==> src/rtl/eu_issue_sched.sv <==
// rtl/eu_issue_sched.sv - in-order two-way issue scheduler feeding an EU register buffer
module eu_issue_sched #(
    parameter int DEPTH     = 4,
    parameter int FLUSH_CYC = 2
) (
    input  logic                       clk,
    input  logic                       reset_n,
    input  logic                       way0_valid_i,
    input  logic [1:0]                 way0_pID_i,
    output logic                       way0_ready_o,
    input  logic                       way1_valid_i,
    input  logic [1:0]                 way1_pID_i,
    output logic                       way1_ready_o,
    output logic                       eu_push_o,
    output logic                       eu_sel_o,
    input  logic                       eu_ready_i,
    output logic                       eu_pop_o,
    output logic                       eu_valid_o,
    input  logic                       jumpFlag_i,
    input  logic [1:0]                 jump_pID_i,
    output logic [$clog2(DEPTH):0]     occ_o,
    output logic                       full_o,
    output logic                       empty_o
);
    localparam int OW = $clog2(DEPTH) + 1;

    typedef enum logic {RUN, FLUSH} state_t;

    state_t          state, state_nx;
    logic [2:0]      fcnt, fcnt_nx;
    logic [1:0]      exp_pid;
    logic            rr;
    logic            sel_q;
    logic            valid_q;
    logic [OW-1:0]   occ;
    logic            open_c;
    logic            elig0, elig1;
    logic            grant0, grant1;
    logic            tie;

    assign full_o  = (occ == OW'(DEPTH));
    assign empty_o = (occ == '0);
    assign occ_o   = occ;

    // Issue and pop are only possible in RUN, out of reset, with no redirect pending.
    assign open_c = reset_n && !jumpFlag_i && (state == RUN);
    assign elig0  = open_c && way0_valid_i && (way0_pID_i == exp_pid) && !full_o;
    assign elig1  = open_c && way1_valid_i && (way1_pID_i == exp_pid) && !full_o;
    assign tie    = elig0 && elig1;
    assign grant0 = elig0 && (!elig1 || !rr);
    assign grant1 = elig1 && (!elig0 || rr);

    assign way0_ready_o = grant0;
    assign way1_ready_o = grant1;
    assign eu_push_o    = grant0 || grant1;
    assign eu_sel_o     = grant1 ? 1'b1 : (grant0 ? 1'b0 : sel_q);
    assign eu_pop_o     = open_c && eu_ready_i && !empty_o;
    assign eu_valid_o   = valid_q;

    always_comb begin
        state_nx = state;
        fcnt_nx  = fcnt;
        if (jumpFlag_i) begin
            state_nx = FLUSH;
            fcnt_nx  = 3'(FLUSH_CYC - 1);
        end else if (state == FLUSH) begin
            if (fcnt == 3'd0) begin
                state_nx = RUN;
            end else begin
                fcnt_nx = fcnt - 3'd1;
            end
        end
    end

    always_ff @(posedge clk) begin
        if (!reset_n) begin
            state   <= RUN;
            fcnt    <= 3'd0;
            exp_pid <= 2'd0;
            rr      <= 1'b0;
            occ     <= '0;
            valid_q <= 1'b0;
            sel_q   <= 1'b0;
        end else begin
            state <= state_nx;
            fcnt  <= fcnt_nx;
            if (jumpFlag_i) begin
                occ     <= '0;
                exp_pid <= jump_pID_i;
                valid_q <= 1'b0;
            end else begin
                occ     <= occ + OW'(eu_push_o) - OW'(eu_pop_o);
                valid_q <= eu_pop_o;
                if (eu_push_o) begin
                    exp_pid <= exp_pid + 2'd1;
                    sel_q   <= eu_sel_o;
                end
                if (tie) begin
                    rr <= !rr;
                end
            end
        end
    end
endmodule

==> config.mk <==
export PLATFORM = sky130hd
export DESIGN_NAME = eu_issue_sched
export DESIGN_NICKNAME = d
export VERILOG_FILES = /design/src/rtl/eu_issue_sched.sv
export SDC_FILE = /design/constraint.sdc
export NUM_CORES = 1
export LEC_CHECK = 0
export CAP_MARGIN = 20
export CORE_MARGIN = 4
export CORE_UTILIZATION = 39
export DETAILED_ROUTE_END_ITERATION = 8
export PLACE_DENSITY_LB_ADDON = 0.05
export SLEW_MARGIN = 20
export SYNTH_ARGS = -nofsm -noshare
export SYNTH_HDL_FRONTEND = slang
export SYNTH_SLANG_ARGS = --single-unit
==> constraint.sdc <==
create_clock -name clk -period 2.35 [get_ports clk]
set_clock_uncertainty 0.05 [all_clocks]
set_input_delay 0.705 -clock clk [delete_from_list [all_inputs] [get_ports clk]]
set_output_delay 0.705 -clock clk [all_outputs]
set_load 0.01 [all_outputs]
* Word level (Yosys, flattened, before mapping)
Cells that the tools add are included.
** Storage, ports and cells
- Word-level logic and storage cells :: 61
- Input port bits :: 12
- Register bits :: 12
- Output and inout port bits :: 11
** Operators by class
- $add $sub $neg :: 4
- Reduce and logical (&&, ||, !) cells :: 31
- Muxes and demuxes :: 10
- Equality and inequality tests :: 4
- Bitwise gates (word level) :: 4
** Operators with widths (count)
- logical AND 1 bit :: 13
- two-way mux 1 bit :: 8
- AND reduction 2 bit :: 4
- zero test 1 bit :: 6
- zero test 3 bit :: 2
- equality test 2 bit :: 2
- two-way mux 2 bit :: 2
- NOT 1 bit :: 4
- nonzero test 2 bit :: 2
- adder 3 x 1 -> 3 bit :: 1
- equality test 3 bit, second input constant :: 1
- logical OR 1 bit :: 3
- subtractor 3 x 1 -> 3 bit :: 1
- subtractor 3 x 1 -> 3 bit, second input constant :: 1
- adder 2 x 1 -> 2 bit, second input constant :: 1
- != test 2 bit, second input constant :: 1
- OR reduction 2 bit :: 1

* Logic depth before layout (Yosys ltp)
Gate-level depths: netlist (run 1).
- Depth after elaboration :: 12
- Mapped depth :: 10
- Mapped depth without buffers :: 10

* Least setup slack after synthesis (run 1)
No wires, ideal clock.
- Kind :: in2reg
- Start :: input port jumpFlag_i
- End :: register occ[2], in the netlist occ_o[2]
- Stages on the path :: 10
- Data arrival time :: 2.672 ns
- Path buffers :: 0
- Path slack :: -0.487 ns
- Setup time :: 0.115 ns
- Cell sequence :: nand2b_4 nor4b_1 ha_1 inv_1 ha_1 inv_1 fa_1 xor2_1 xnor2_1 nor2_1
** Between the ends
- Elaborated cells between the ends (all ways) :: 21
** RTL lines
- start: declaration :: line 19 : input logic jumpFlag_i,
- zero test 1 bit :: line 46 : assign open_c = reset_n && !jumpFlag_i && (state == RUN);
- logical AND 1 bit (2 in a row) :: line 46
- logical AND 1 bit (2 in a row) :: line 57 : assign eu_pop_o = open_c && eu_ready_i && !empty_o;
- via eu_pop_o :: line 17 : output logic eu_pop_o,
- subtractor 3 x 1 -> 3 bit :: line 92 : occ <= occ + OW'(eu_push_o) - OW'(eu_pop_o);
- end signal: assignment :: line 92
- end: declaration :: line 35 : logic [OW-1:0] occ;
The timed path passes the listed nets, and every way through them passes these cells.
A chain may end at the register's enable or synchronous reset.

* Worst setup path in the final report (run 1)
- Start :: input port jumpFlag_i
- End :: register occ[2], in the netlist occ_o[2]
** Between the ends
- Cells in the longest elaborated chain, start to end :: 12
- Elaborated cells between the ends (all ways) :: 21
** RTL lines
- zero test 1 bit :: line 46
- logical AND 1 bit (2 in a row) :: line 46
- logical AND 1 bit, on equally long branches (3 in a row) :: line 48, 47
- zero test 1 bit, on equally long branches :: line 50, 51
- logical OR 1 bit, on equally long branches :: line 50, 51
- logical AND 1 bit, on equally long branches :: line 50, 51
- logical OR 1 bit :: line 55 : assign eu_push_o = grant0 || grant1;
- adder 3 x 1 -> 3 bit :: line 92
- subtractor 3 x 1 -> 3 bit :: line 92
Parallel ways exist; a longest one is shown, timed or not.

==> impl_results.md, run 1 <==
* Status: finished with violations
* Fin area at 1240 um^2
* P per Cell Area at 408 nW/um^2
* Root buf cell: clkbuf_4
* Critical Path Start Type: input port
* Area after DPL at 1080 um^2
* Fin crit share at 1.06
* CP Capture Type: flip-flop
* Uppermost layer routed: met4
* CTS Hold Bufs at 0
* Syn Std Cell Area at 677 um^2
* Seq/Total Area, Yosys at 0.355
* Per-cell routed wire length at 12.7 um
* Clock latency on the worst-skew pair at 0.28 ns
* Worst hold slack at 0.427 ns
* Fmax at 0.401 GHz
* # diodes at 0
* Area Growth Syn to Fin at 82.8%
* Maxcap violations at 0
* Met1 wire length at 730 um
* Syn avg cell area at 9.03 um^2
* Largest cells by area after synthesis: dfxtp_1 (35%), xnor2_1 (9.1%), ha_1 (7.4%)
* Final slew viol count at 0
* Syn Nets at 92
* WP data required at 2.48 ns
* Sequential power share at 0.427
* # H-tree levels at 1
* Gate count after technology mapping at 75
* Vias in the first global route at 640
* Clock power share at 0.340
* Die Width at 49.7 um
* RD Place Congestion at 0.732
* Vias at 687
* Largest net degree at the start of global routing at 8
* Pre-Repair DR Iteration Count at 4
* Top Ports at 23
* DP Cell Count at 130
* Net Switching at 0.134 mW
* Final hold vios at 0
* Reg2Reg Depth at 11
* Sw frac at 0.266
* Floorplan Core Area at 1580 um^2
* Comb power frac at 0.233
* Row cnt at 14
* Antenna viol nets, final at 0
* First-iteration detailed-routing DRC count at 10
* Hold Path Stages at 2
* Synth cell types at 27
* Synth warnings at 0
* Initial antenna violation count at 0
* P_leak at 0.532 nW
* Starting density of the core at 0.429
* Final wirelength at 1.80 mm
* Post-route worst setup slack at -0.145 ns
* Post-synth top area share at 0.355
* TritonCTS buffer count at 3
* CP Max Fanout at 3
* Nets at 144
* HPWL after detailed placement at 1.25 mm
* Peak supply drop at 0.422 mV
* Flops & latches, synth at 12
* RSZ-0062 raised after global routing: true
* Routed vias/inst at 4.84
* Dominant cell type by area after synthesis: dfxtp_1
* Worst relative slew slack at 0.670
* Detail Route met2 WL at 940 um
* Die H at 49.7 um
* Failing checks: negative setup slack
* Clock tree from TritonCTS: done
* Global-route wire length before repair at 2.93 mm
* IO Port Bufs at 22
* Total grt overflow at 0
* Final Setup Violations at 4
* Worst-case clock buffer depth at 2
* Hold WC Path Type: flip-flop to flip-flop
* Filler instances at 103
* Die area at 2470 um^2
* Crit path DAT at 2.62 ns
* Worst-margin pin slew at 0.489 ns
* WL met3 at 98 um
* Final min period at 2.50 ns
* Share of layout cells above drive strength 1 at 0.476
* Type of the setup path with the least slack: input port to flip-flop
* Clk sink count at 12
* Reg clk slew, reported paths at 0.08 ns
* Final TNS setup at -0.421 ns
* GRT Overall Usage at 0.163
* Power Internal at 0.370 mW
* Cell Count, Final, Fillers Out at 142
* Residual DRC at 0
==> sequential cells by signal (all words and copies together), names as in the netlist <==
signal,cells
eu_valid_o,1
sel_q,1
exp_pid,2
fcnt,3
occ_o,3
rr,1
state,1
==> cells by family (layout without fill, tap and decap cells) <==
group,after synthesis,after routing,synth area share
flops,12,12,0.355
simple gates,27,27,0.238
xor+xnor,8,8,0.104
compound gates,11,11,0.124
buf+inv,11,62,0.0610
fa+ha+maj,5,5,0.104
mux,1,1,0.0148
==> path summary, 6_finish.rpt <==
kind | start | to | slack (ns)
max | jumpFlag_i | occ_o[2] | -0.15
min | sel_q | sel_q | 0.43
max reg2reg | occ_o[2] | occ_o[2] | -0.01
min reg2reg | sel_q | sel_q | 0.43
==> per-stage QoR <==
stage | worst slack, ns | total power [mW] | utilization
floorplan | -0.184 | 0.266 | -
global placement | -0.900 | 0.317 | 0.684
detailed placement | -0.907 | 0.319 | 0.684
CTS | -0.188 | 0.509 | 0.773
global route | -0.250 | 0.531 | 0.785
finish | -0.145 | 0.505 | 0.785
==> metal layers <==
| metal | GRT usage | up-vias |
|---|---|---|
| li1 | - | 354 |
| met1 | 0.182 | 312 |
| met2 | 0.278 | 17 |
| met3 | 0.0572 | 4 |
| met4 | 0.0691 | 0 |
| met5 | 0 | - |
==> what timing repair did <==
item / in CTS / in global routing
gates resized for setup: 60 / 10
buffers inserted: 5 / 3
pin swaps: 17 / 15
endpoints found under the hold margin: 0 / 0
setup endpoints to repair: 9 / 7
==> cell usage after synthesis, drive strengths merged <==
| master | count |
|---|---|
| xor2 | 1 |
| inv | 11 |
| a32oi | 1 |
| nor3 | 4 |
| nand2b | 1 |
| nand3 | 2 |
| nor2 | 8 |
| a31oi | 1 |
| o21ai | 1 |
| dfxtp | 12 |
| a21oi | 3 |
| and2 | 1 |
| xnor2 | 7 |
| nor4b | 2 |
| or3 | 1 |
| ha | 4 |
| nor4 | 1 |
| and3 | 1 |
| nor3b | 1 |
| o21bai | 2 |
| nand2 | 3 |
| a21boi | 3 |
| mux2i | 1 |
| fa | 1 |
| nand3b | 2 |
==> layout by cell type, fill, tap and decap left out, types with 2 or more instances in the layout <==
master           count
inv_1                9
clkdlybuf4s50_1      7
clkbuf_2             4
buf_2                3
nor2_1               6
a21boi_0             2
buf_4               19
ha_1                 3
xnor2_1              5
clkbuf_4             3
nor3_4               2
nand3b_1             2
dlygate4sd2_1        4
nor3_1               2
nand2_1              3
dfxtp_1             11
inv_2                2
xnor2_2              2
buf_6               10
a21oi_1              2
o21bai_1             2
==> power by group through the flow <==
stage                     Clock, mW  Combinational [mW]  Sequential, mW
after floorplan                   0              0.0454           0.220
after global placement            0              0.0974           0.219
after detailed placement          0              0.0996           0.219
after CTS                     0.179               0.115           0.215
after global routing          0.186               0.128           0.216
final                         0.172               0.118           0.215
==> critical path, stage by stage <==
cell and delay [ns]:
buf_6 0.09, nand2b_4 0.14, or3_4 0.37, buf_6 0.14, a21oi_4 0.13, buf_6 0.13
ha_4 0.12, inv_2 0.03, fa_2 0.35, xor2_2 0.16, xnor2_1 0.19, nor2_1 0.07
==> area by class of cell <==
cell class                      instances  area, um^2  share of cell area
Multi-Input combinational cell         52         503               0.406
Sequential cell                        12         241               0.195
Inverter                               11        41.3              0.0334
Clock buffer                            4        36.3              0.0293
Timing Repair Buffer                   47         395               0.320
Tap cell                               16        20.0              0.0162
(Power assumes the default switching activity.)
==> run 2: changes to the inputs <==
--- a/config.mk
+++ b/config.mk
@@ -9,7 +9,7 @@
 export CORE_MARGIN = 4
 export CORE_UTILIZATION = 39
 export DETAILED_ROUTE_END_ITERATION = 8
-export PLACE_DENSITY_LB_ADDON = 0.05
+export PLACE_DENSITY = 0.7
 export SLEW_MARGIN = 20
 export SYNTH_ARGS = -nofsm -noshare
 export SYNTH_HDL_FRONTEND = slang
==> run 2 against run 1 <==
Compared with the run above:
- the flow still finishes with violations (negative setup slack)
- sequential power about the same
- sequential share of layout area increased by 1.0 points
- worst setup slack got worse by 0.047 ns
- combinational power about the same
- wire length decreased by 0.89%
- first-iteration DRC count decreased by 60%
- non-clock buffer count decreased by 5
- count of clock-buffer cells in the layout decreased by 1
- via count decreased by 1.9%
- maximum frequency decreased by 1.9%
- utilization decreased by 4.2 points
- critical path type is now input port to primary output
- largest cell class unchanged
- highest routed layer is now met3
==> impl_results.md, run 2 (synthesis gave the netlist of run 1 again) <==
* Floorplan Core Area at 1580 um^2 (unchanged)
* Most frequent cells in the layout: buf_4 (19), dfxtp_1 (12), inv_1 (11) (was buf_4 (19), dfxtp_1 (11), buf_6 (10))
* Worst relative slew slack at 0.674 (was 0.670)
* Vias at 674 (was 687)
* Power Internal at 0.331 mW (was 0.370 mW)
* Global-route wire length before repair at 3.04 mm (was 2.93 mm)
* Nets at 139 (was 144)
* Pre-CTS setup slack at -0.955 ns (was -0.907 ns)
* Worst hold slack at 0.418 ns (was 0.427 ns)
* Pre-Repair DR Iteration Count at 2 (was 4)
* DP Cell Count at 130 (unchanged)
* Final slew viol count at 0 (unchanged)
* Cell breakdown of the critical path: buf_6 > nand2b_4 > or3_4 > nor3_4 > o21bai_1 > buf_2 (was buf_6 > nand2b_4 > or3_4 > buf_6 > a21oi_4 > buf_6 > ha_4 > inv_2 > fa_2 > xor2_2 > xnor2_1 > nor2_1)
* Worst Hold Launch: sel_q (unchanged)
* Clock power share at 0.266 (was 0.340)
* Commonest non-fill, non-tap cell in the layout: buf_4 (unchanged)
* Fmax at 0.393 GHz (was 0.401 GHz)
* Status: finished with violations (unchanged)
* CP Max Fanout at 4 (was 3)
* Residual DRC at 0 (unchanged)
* Worst-case clock buffer depth at 2 (unchanged)
* Share of layout cells above drive strength 1 at 0.425 (was 0.476)
* GRT Overall Usage at 0.162 (was 0.163)
* WP data required at 1.59 ns (was 2.48 ns)
* P_leak at 0.518 nW (was 0.532 nW)
* Initial antenna violation count at 0 (unchanged)
* Root buf cell: clkbuf_4 (unchanged)
* Final min period at 2.54 ns (was 2.50 ns)
* Crit-path slowest cell: or3_4 (unchanged)
* Reg clk slew, reported paths at 0.07 ns (was 0.08 ns)
* Row cnt at 14 (unchanged)
* Crit-path max cell delay at 0.37 ns (about the same)
* Clock latency on the worst-skew pair at 0.26 ns (was 0.28 ns)
* TritonCTS buffer count at 3 (unchanged)
* CP Launch Point: jumpFlag_i (unchanged)
* RSZ-0062 raised after global routing: true (unchanged)
* RD Place Congestion at 0.698 (was 0.732)
* Sequential power share at 0.479 (was 0.427)
* Sw frac at 0.267 (was 0.266)
* Comb power frac at 0.255 (was 0.233)
* Antenna viol nets, final at 0 (unchanged)
* Die H at 49.7 um (unchanged)
* Critical Path Start Type: input port (unchanged)
* Final TNS setup at -0.569 ns (was -0.421 ns)
* Starting density of the core at 0.429 (unchanged)
* Largest net degree at the start of global routing at 8 (unchanged)
* P per Cell Area at 385 nW/um^2 (was 408 nW/um^2)
* Fin util at 0.743 (was 0.785)
* Area after DPL at 1080 um^2 (unchanged)
* Die area at 2470 um^2 (unchanged)
* Routed vias/inst at 4.96 (was 4.84)
* Maxcap violations at 0 (unchanged)
* Total grt overflow at 0 (unchanged)
* Final hold vios at 0 (unchanged)
* Net Switching at 0.120 mW (was 0.134 mW)
* Top Ports at 23 (unchanged)
* Failing checks: negative setup slack (unchanged)
* # H-tree levels at 1 (unchanged)
* Fin crit share at 1.08 (was 1.06)
* Worst-margin pin slew at 0.484 ns (was 0.489 ns)
* # diodes at 0 (unchanged)
* HPWL after detailed placement at 1.29 mm (was 1.25 mm)
* Vias in the first global route at 684 (was 640)
* Peak supply drop at 0.373 mV (was 0.422 mV)
* CP Capture Type: primary output (was flip-flop)
* Final Setup Violations at 4 (unchanged)
* Post-route worst setup slack at -0.193 ns (was -0.145 ns)
* Hold WC Path Type: flip-flop to flip-flop (unchanged)
* Cell Count, Final, Fillers Out at 136 (was 142)
* Final wirelength at 1.78 mm (was 1.80 mm)
* Overall Power at 0.451 mW (was 0.505 mW)
* Per-cell routed wire length at 13.1 um (was 12.7 um)
* Clock tree from TritonCTS: done (unchanged)
* IO Port Bufs at 22 (unchanged)
* Fin area at 1170 um^2 (was 1240 um^2)
* Clk sink count at 12 (unchanged)
* Crit path DAT at 1.79 ns (was 2.62 ns)
* FF-to-FF Start: occ_o[2] (unchanged)
* Die Width at 49.7 um (unchanged)
* Area Growth Syn to Fin at 73.0% (was 82.8%)
* Type of the setup path with the least slack: input port to primary output (was input port to flip-flop)
* First-iteration detailed-routing DRC count at 4 (was 10)
## run 2: cell count changes in the layout (fill, tap and decap cells not counted), sizes merged
cell and change:
buf -5, clkbuf -1, dlygate4sd2 -1, dlymetal6s2s +1
## run 2: layout make-up
type | count | area, um^2
Clock buffer | 3 | 22.5
Sequential cell | 12 | 240
Multi-Input combinational cell | 52 | 510
Tap cell | 16 | 20.0
Inverter | 11 | 41.3
Fill cell | 118 | 405
Timing Repair Buffer | 42 | 337
## run 2: critical path, delay by kind of cell
family | cells | cell delay (ns)
AO/OA/AOI/OAI | 1 | 0.13
buffers and inverters | 2 | 0.24
AND/OR/NAND/NOR | 3 | 0.71
## run 2: repair_timing
action / in CTS / in global routing
buffers inserted: 2 / 1
resized for setup: 51 / 11
hold buffers: 0 / 0
setup endpoints to repair: 10 / 6
pin swaps: 11 / 10
## run 2: final timing paths
kind	to	slack, ns	depth (start not counted)
worst max-delay path	eu_sel_o	-0.19	6
worst min-delay path	sel_q	0.42	2
worst max register to register	occ_o[2]	0.04	11
worst min register to register	sel_q	0.42	2
## run 2: metal layers
layer	GRT usage	up-vias	part of all wire
met1	0.162	313	0.40
met3	0.0482	0	0.045
li1	-	345	-
met5	0	-	0
met4	0.0415	0	0
met2	0.317	16	0.56
## run 2: power by group through the flow
stage,Sequential (mW),Clock (mW),Combinational [mW]
2_1_floorplan,0.220,0,0.0454
3_3_place_gp,0.219,0,0.0985
3_5_place_dp,0.220,0,0.100
4_1_cts,0.215,0.126,0.108
5_1_grt,0.217,0.138,0.127
6_report,0.216,0.120,0.115
